### src/rtl/seq_det_scheduler.sv
`default_nettype none
// ============================================================================
// Module   : seq_det_scheduler
// Purpose  : Word-level sequencer for an external serial Moore "1001"
//            overlap detector. Each accepted word is scanned in five steps:
//            1. Clear the detector for one cycle.
//            2. Shift the word MSB-first into the detector.
//            3. Collect the detector's q pulses into a hit map and a count.
//            4. Present the result until the consumer takes it.
//            5. Add the count to a saturating lifetime total.
// Ports    : clk                  - system clock, rising edge
//            reset                - asynchronous active-low reset
//            in_valid / in_ready  - word input handshake
//            in_data[W-1:0]       - word to scan, in_data[W-1] shifted first
//            det_reset            - registered active-low detector reset
//            ser_in               - registered serial bit to the detector
//            det_q                - detector Moore output
//            out_valid/out_ready  - result handshake
//            out_hitmap[W-1:0]    - bit k set when the pattern completed on
//                                   shift-order bit k
//            out_count[CW-1:0]    - popcount of out_hitmap
//            total_hits[TW-1:0]   - saturating sum of consumed counts
// Revision : 1.0 - initial release
// ============================================================================
module seq_det_scheduler #(
  parameter int W  = 8,
  parameter int CW = $clog2(W + 1),
  parameter int TW = 16
) (
  input  logic          clk,
  input  logic          reset,
  input  logic          in_valid,
  output logic          in_ready,
  input  logic [W-1:0]  in_data,
  output logic          det_reset,
  output logic          ser_in,
  input  logic          det_q,
  output logic          out_valid,
  input  logic          out_ready,
  output logic [W-1:0]  out_hitmap,
  output logic [CW-1:0] out_count,
  output logic [TW-1:0] total_hits
);

  typedef enum logic [2:0] {
    IDLE  = 3'd0,
    CLR   = 3'd1,
    SHIFT = 3'd2,
    DRAIN = 3'd3,
    DONE  = 3'd4
  } state_t;

  localparam logic [CW-1:0] LAST_IDX = CW'(W - 1);
  localparam logic [TW-1:0] TOT_MAX  = {TW{1'b1}};

  state_t        state_q, state_d;
  logic [W-1:0]  shreg_q, shreg_d;
  logic [CW-1:0] idx_q,   idx_d;
  logic [W-1:0]  hitmap_q, hitmap_d;
  logic [CW-1:0] count_q,  count_d;
  logic [TW-1:0] total_q,  total_d;
  logic          ser_q,    ser_d;
  logic          detrst_q, detrst_d;

  logic [TW:0]   sum_w;
  logic [CW-1:0] q_inc_w;

  // One extra bit catches the carry out of the lifetime total.
  assign sum_w   = {1'b0, total_q} + {{(TW + 1 - CW){1'b0}}, count_q};
  assign q_inc_w = {{(CW - 1){1'b0}}, det_q};

  always_ff @(posedge clk or negedge reset) begin
    if (!reset) begin
      state_q  <= IDLE;
      shreg_q  <= '0;
      idx_q    <= '0;
      hitmap_q <= '0;
      count_q  <= '0;
      total_q  <= '0;
      ser_q    <= 1'b0;
      detrst_q <= 1'b0;
    end else begin
      state_q  <= state_d;
      shreg_q  <= shreg_d;
      idx_q    <= idx_d;
      hitmap_q <= hitmap_d;
      count_q  <= count_d;
      total_q  <= total_d;
      ser_q    <= ser_d;
      detrst_q <= detrst_d;
    end
  end

  always_comb begin
    state_d  = state_q;
    shreg_d  = shreg_q;
    idx_d    = idx_q;
    hitmap_d = hitmap_q;
    count_d  = count_q;
    total_d  = total_q;
    ser_d    = 1'b0;
    detrst_d = 1'b1;

    unique case (state_q)
      IDLE: begin
        if (in_valid) begin
          shreg_d  = in_data;
          hitmap_d = '0;
          count_d  = '0;
          idx_d    = '0;
          detrst_d = 1'b0;
          state_d  = CLR;
        end
      end
      CLR: begin
        // Present the first bit as the detector leaves reset.
        ser_d   = shreg_q[W-1];
        state_d = SHIFT;
      end
      SHIFT: begin
        shreg_d = shreg_q << 1;
        idx_d   = idx_q + CW'(1);
        // det_q now reflects the bit shifted in the previous cycle.
        if (idx_q != '0) begin
          hitmap_d[idx_q - CW'(1)] = det_q;
          count_d                  = count_q + q_inc_w;
        end
        if (idx_q == LAST_IDX) begin
          state_d = DRAIN;
        end else begin
          ser_d = shreg_q[W-2];
        end
      end
      DRAIN: begin
        hitmap_d[W-1] = det_q;
        count_d       = count_q + q_inc_w;
        state_d       = DONE;
      end
      DONE: begin
        if (out_ready) begin
          total_d = sum_w[TW] ? TOT_MAX : sum_w[TW-1:0];
          state_d = IDLE;
        end
      end
      default: begin
        state_d = IDLE;
      end
    endcase
  end

  assign in_ready   = (state_q == IDLE);
  assign out_valid  = (state_q == DONE);
  assign det_reset  = detrst_q;
  assign ser_in     = ser_q;
  assign out_hitmap = hitmap_q;
  assign out_count  = count_q;
  assign total_hits = total_q;

endmodule
`default_nettype wire
### config.mk
export PLATFORM = sky130hd
export DESIGN_NAME = seq_det_scheduler
export DESIGN_NICKNAME = d
export VERILOG_FILES = /design/src/rtl/seq_det_scheduler.sv
export SDC_FILE = /design/constraint.sdc
export NUM_CORES = 1
export LEC_CHECK = 0
export CORE_MARGIN = 2
export CORE_UTILIZATION = 35
export DETAILED_ROUTE_END_ITERATION = 7
export PLACE_DENSITY = 0.57
export RECOVER_POWER = 50
export SETUP_SLACK_MARGIN = 0.05
export SLEW_MARGIN = 20
export SYNTH_ARGS = -nofsm -noshare
export SYNTH_HDL_FRONTEND = slang
export SYNTH_SLANG_ARGS = --single-unit
### constraint.sdc
create_clock -name clk -period 3.95 [get_ports clk]
set_input_delay 0.9875 -clock clk [delete_from_list [all_inputs] [get_ports clk]]
set_output_delay 0.9875 -clock clk [all_outputs]
set_load 0.01 [all_outputs]
==> flow_metrics.py, run 1 <==
metrics = {
    "detailed_routing": {
        "drt-pass1-iter-count": 4,
        "viasPerCell": 5.25,
        "ant_nets": 0,
        "drtIter0Drc": 105,
        "wire_per_inst_um": 14.5,
        "vias": 2122,
        "wl_um": 5850,
        "drc": 0,
    },
    "layout": {
        "antenna_cells": 0,
        "drive_above_1_share_pct": 7.21,
        "final_area_um2": 3140,
        "fin_nets": 326,
        "area_growth_pct": 23.5,
    },
    "yosys": {
        "async_flop_share_pct": 100,
        "synthCells": 268,
        "synth.top_cell.area_share_pct": 44.3,
        "synth_xor_area_share_pct": 1.72,
        "yosys-top-cells-area": "dfrtp_1, nand2_1, o21ai_0",
        "synth_compound_area_share_pct": 14.9,
        "synth.area.mux_share_pct": 6.06,
        "syn-cell-area_um2": 2540,
        "synth_edf_count": 0,
        "synth_seq_area_share_pct": 44.3,
        "yosys_warnings": 0,
        "synthFlopType": "dfrtp_1",
        "synth_top_family_by_area": "simple AND/OR/NAND/NOR gates",
        "synth_common_cells": "dfrtp_1, nand2_1, o21ai_0",
        "synth-simple-area-share_pct": 23.7,
        "synth-adder-area-share_pct": 4.73,
        "synth_top_area_cell": "dfrtp_1",
        "synth.avg_cell_area_um2": 9.48,
        "synth_cell_type_count": 51,
        "synth_most_common_cell": "dfrtp_1",
        "synthesis.nets": 290,
        "ys_ff_latch": 45,
    },
    "sta": {
        "fin_tns_setup_ns": 0,
        "rsz0062_at_grt": "no",
        "finalCriticalPeriod_ns": 3.19,
        "clock_skew_ns": 0.0115,
        "finalCritPeriodShare_pct": 80.7,
        "max_slew.worst_pin.slew_ns": 2.44,
        "slew_headroom_pct": -62.6,
        "fmax_ghz": 0.314,
        "hold_viol": 0,
        "slew_viol_final": 46,
        "setup_violations": 0,
        "fin_ws_ns": 0.764,
    },
    "clock_network": {
        "cts_tree": "built",
        "clockBufferDepth": 2,
        "htree_levels": 2,
        "cts_root_buffer": "clkbuf_8",
        "hold_buffers": 0,
        "clock_latency_ns": 0.30,
        "cts_sinks": 45,
        "post-cts-setup-buffers": 0,
        "post_cts_resized": 0,
        "numCtsBuffers": 5,
        "clk_pin_slew_worst_paths_ns": 0.10,
    },
    "global_route": {
        "grt_pass1_wl_um": 9830,
        "grt_pass1_vias": 2016,
        "globalRouteOverflowTotal": 0,
        "grtUsageTotal_pct": 15.9,
        "grt_max_degree": 46,
        "antenna_found_initial": 0,
    },
    "critical_path": {
        "critPathMaxFanout": 16,
        "path_cells": "dlygate4sd3_1 > nor4b_1 > clkbuf_1 > a21oi_2 > a2111oi_0 > o22ai_1",
        "worst-setup-path-type": "primary input to register",
        "max_stage_delay_ns": 0.76,
        "cp.required_ns": 4.13,
        "cp-start-kind": "primary input",
        "critical_path_arrival_ns": 3.36,
        "cp_slowest_cell": "clkbuf_1",
        "end_kind": "register",
    },
    "power": {
        "p_sw_share_pct": 40.3,
        "internal-power_w": 0.00114,
        "ir_drop_uv": 232,
        "pwr_density_cell_nw_per_um2": 610,
        "p_comb_share_pct": 41.4,
        "power_frac_clock_pct": 18.9,
        "p_leak_nw": 1.34,
        "power.share.sequential_pct": 39.8,
        "switchingPower_w": 0.000772,
    },
    "placement": {
        "place_hpwl_um": 4020,
        "numPortBuffers": 44,
        "placement.cell_area_um2": 3040,
        "place_congestion": 0.757,
        "dp_worst_setup_slack_ns": 0.951,
    },
    "run_status": {
        "status": "finished with violations",
        "violations": "capacitance limit, slew limit",
    },
    "die": {
        "die-area_um2": 7960,
        "die_h_um": 89.2,
        "initial_utilization_pct": 35.6,
        "core_um2": 7140,
        "num_rows": 31,
        "die_w_um": 89.2,
        "pin_count": 45,
    },
    "run": {
        "cap_violations": 1,
    },
    "hold_path": {
        "worstHoldPathType": "register to register",
    },
}
## final cells by class
class                   instances  area, um^2
clock buffers                   5        68.8
clock inverters                 3        46.3
fillers                       726        4000
inverters                       9        33.8
multi-input cells             196        1290
flip-flops and latches         45        1130
well taps                      99         124
repair buffers                 47         453
## flip-flops by register name, indices dropped and copies added, names as in the netlist
name / flops
idx_q: 4
shreg_q: 8
ser_in: 1
out_count: 4
state_q: 3
total_hits: 16
det_reset: 1
out_hitmap: 8
## metrics by stage
step	hold slack, ns	utilization [%]	instances	power [W]
2_1_floorplan	0.449	-	268	0.00129
3_3_place_gp	0.469	42.7	396	0.00157
3_5_place_dp	0.474	42.7	396	0.00159
4_1_cts	0.494	44.3	404	0.00195
5_1_grt	0.513	44.0	404	0.00207
6_report	0.484	44.0	404	0.00192
## power by group through the flow
| stage | clock network, W | registers [W] | logic (W) |
|---|---|---|---|
| floorplan | 0 | 0.000691 | 0.000600 |
| global placement | 0 | 0.000778 | 0.000793 |
| detailed placement | 0 | 0.000778 | 0.000808 |
| CTS | 0.000368 | 0.000769 | 0.000810 |
| global route | 0.000388 | 0.000791 | 0.000890 |
| finish | 0.000361 | 0.000761 | 0.000793 |
## logic make-up (layout without fill, tap and decap cells)
kind of cell    Yosys count  in the layout
xor+xnor                  5              5
fa+ha+maj                 9              9
compound gates           61             61
simple gates            106            106
buf+inv                  27             64
flops                    45             45
mux                      15             15
## cells in the final DEF, fill, tap and decap left out, types with 7 or more instances in the layout
cell type	instances
dfrtp_1	45
ha_1	8
inv_1	9
nand2_1	38
or4_1	7
o21ai_0	27
a21oi_1	8
mux2i_1	12
o31ai_1	7
nand3_1	16
clkdlybuf4s50_1	37
## critical path, delay by kind of cell
kind	cells	cell delay [ns]
compound gates	3	0.82
buf+inv	2	1.32
simple gates	1	0.24
## path summary, 6_finish.rpt
path,from,end,depth (start not counted),slack (ns)
hold reg to reg,shreg_q[1]$_DFFE_PN0P_,shreg_q[2]$_DFFE_PN0P_,2,0.48
setup / recovery,in_valid,out_hitmap[7]$_DFFE_PN0P_,6,0.76
max in group asynchronous,reset,out_count[0]$_DFFE_PN0P_,1,1.13
hold / removal,shreg_q[1]$_DFFE_PN0P_,shreg_q[2]$_DFFE_PN0P_,2,0.48
min in group asynchronous,reset,shreg_q[0]$_DFFE_PN0P_,1,1.42
setup reg to reg,state_q[1]$_DFFE_PN0P_,out_hitmap[7]$_DFFE_PN0P_,5,1.26
## per-layer routing
layer | GRT usage (%) | part of all wire (%)
met5 | 0 | 0
met4 | 5.43 | 1.1
met3 | 1.94 | 2.8
met2 | 25.5 | 46
met1 | 22.1 | 50
Note: power is estimated with default switching activity, not from simulation.
==> inputs of run 2 (changes only) <==
- PLACE_DENSITY: 0.57 -> 0.59
- clock period: 3.95 -> 2.6 ns (I/O delays scaled with it)
==> flow_metrics.py, run 2 (same netlist as run 1, synthesis figures left out) <==
metrics = {
    "detailed_routing": {
        "wl_met2_um": 2550,
        "vias": 2137,
        "highest_layer": "met4",
        "viasPerCell": 5.20,
        "drt-pass1-iter-count": 5,
        "wl_um": 5710,
        "drtIter0Drc": 126,
        "wl_met1_um": 2890,
        "drc": 0,
        "wire_per_inst_um": 13.9,
        "dr_wl_met3_um": 203,
        "ant_nets": 0,
    },
    "die": {
        "die-area_um2": 7960,
        "num_rows": 31,
        "die_h_um": 89.2,
        "initial_utilization_pct": 35.6,
        "pin_count": 45,
        "core_um2": 7140,
        "die_w_um": 89.2,
    },
    "layout": {
        "largest_reg_flops": 16,
        "antenna_cells": 0,
        "final_common_cell": "dfrtp_1",
        "fill_cells": 710,
        "drive_above_1_share_pct": 8.01,
        "fin_nets": 334,
        "area_growth_pct": 24.8,
        "final_cell_mix": "dfrtp_1, nand2_1, clkdlybuf4s50_1",
    },
    "sta": {
        "fmax_ghz": 0.404,
        "fin_tns_setup_ns": 0,
        "slew_viol_final": 0,
        "finalCriticalPeriod_ns": 2.47,
        "setup_violations": 0,
        "slew_headroom_pct": 31.1,
        "hold_viol": 0,
        "max_slew.worst_pin.slew_ns": 1.03,
        "rsz0062_at_grt": "no",
        "finalCritPeriodShare_pct": 95.2,
        "clock_skew_ns": 0.0110,
        "hold_slack_ns": 0.314,
    },
    "clock_network": {
        "cts_sinks": 45,
        "post-cts-setup-buffers": 0,
        "post_cts_resized": 0,
        "hold_buffers": 0,
        "clk_pin_slew_worst_paths_ns": 0.09,
        "htree_levels": 2,
        "clock_latency_ns": 0.30,
        "numCtsBuffers": 5,
        "cts_tree": "built",
        "cts_root_buffer": "clkbuf_8",
        "clockBufferDepth": 2,
    },
    "critical_path": {
        "cp_slowest_cell": "clkdlybuf4s50_1",
        "cp_num_buf_inv": 1,
        "cp.required_ns": 1.95,
        "cp-start-kind": "register",
        "r2r_slack_ns": 0.22,
        "critPathTopFamily": "buffers and inverters",
        "r2r-end": "idx_q[3]$_DFFE_PN0P_",
        "path_cells": "nor3b_2 > clkdlybuf4s50_1",
        "end_kind": "output pin",
        "endpoint": "out_valid",
        "cp.depth": 2,
        "worst-setup-path-type": "register to output pin",
        "crit_path_start": "state_q[2]$_DFFE_PN0P_",
        "max_stage_delay_ns": 0.59,
        "r2r-start": "state_q[1]$_DFFE_PN0P_",
        "r2r_cells": 6,
        "critPathMaxFanout": 10,
        "critical_path_arrival_ns": 1.82,
    },
    "global_route": {
        "grtUsageTotal_pct": 15.3,
        "grt_pass1_vias": 1981,
        "grt_pass1_wl_um": 9500,
        "grt_max_degree": 22,
        "antenna_found_initial": 0,
        "globalRouteOverflowTotal": 0,
    },
    "power": {
        "p_leak_nw": 1.38,
        "ir_drop_uv": 435,
        "pwr_density_cell_nw_per_um2": 896,
    },
    "placement": {
        "place_congestion": 0.775,
        "numPortBuffers": 44,
        "place_hpwl_um": 4170,
    },
    "run_status": {
        "status": "complete, no violations",
    },
    "run": {
        "cap_violations": 0,
    },
    "hold_path": {
        "worstHoldPathType": "primary input to asynchronous set/reset pin",
    },
}
## run 2: cell types whose count changed in the layout (fill, tap and decap cells not counted), moves of 3 or more
cell	before	now
clkbuf_1	2	7
buf_4	2	6
clkdlybuf4s50_1	37	34
dlygate4sd3_1	6	9
## run 2: final cells by class
type                    count  area [um^2]  share of cell area, %
multi-input cells         196         1300                   41.1
flip-flops and latches     45         1130                   35.5
repair buffers             55          498                   15.7
well taps                  99          124                   3.91
clock buffers               7         86.3                   2.72
inverters                   9         33.8                   1.07
## run 2: worst min path at each step
stage                      startpoint  cells past startpoint                endpoint
4_1_cts                         reset                      1  shreg_q[1]$_DFFE_PN0P_
2_1_floorplan                   reset                      0     det_reset$_DFF_PN0_
3_5_place_dp   shreg_q[1]$_DFFE_PN0P_                      2  shreg_q[2]$_DFFE_PN0P_
6_report                        reset                      1  shreg_q[1]$_DFFE_PN0P_
5_1_grt                         reset                      1  shreg_q[1]$_DFFE_PN0P_
3_3_place_gp   shreg_q[2]$_DFFE_PN0P_                      2  shreg_q[3]$_DFFE_PN0P_
## run 2: routing by layer
layer  GRT usage, %  up-vias
met5              0        -
met4           4.07        0
met3           3.14        6
met2           22.9       42
met1           22.6     1024
li1               -     1065
## run 2: per-stage QoR
step | setup WS (ns) | util [%] | power [W] | instances | instance area (um^2)
after detailed placement | 0.196 | 43.5 | 0.00246 | 404 | 3100
after global placement | 0.251 | 43.5 | 0.00244 | 404 | 3100
after global routing | 0.0262 | 44.4 | 0.00308 | 411 | 3170
final | 0.125 | 44.4 | 0.00284 | 411 | 3170
after floorplan | 0.463 | - | 0.00196 | 268 | 2540
after CTS | 0.105 | 44.7 | 0.00291 | 411 | 3190
## run 2: where the power goes
part	internal (W)	switching, W	total, W
sequential	0.000889	0.000202	0.00109
combinational	0.000591	0.000712	0.00130
clock	0.000211	0.000236	0.000448
total	0.00169	0.00115	0.00284
==> inputs of run 3 (changes only) <==
- GPL_ROUTABILITY_DRIVEN: default -> 0
==> results of run 3 <==
Same layout as run 2: the final DEF is identical, and so are final timing and power.
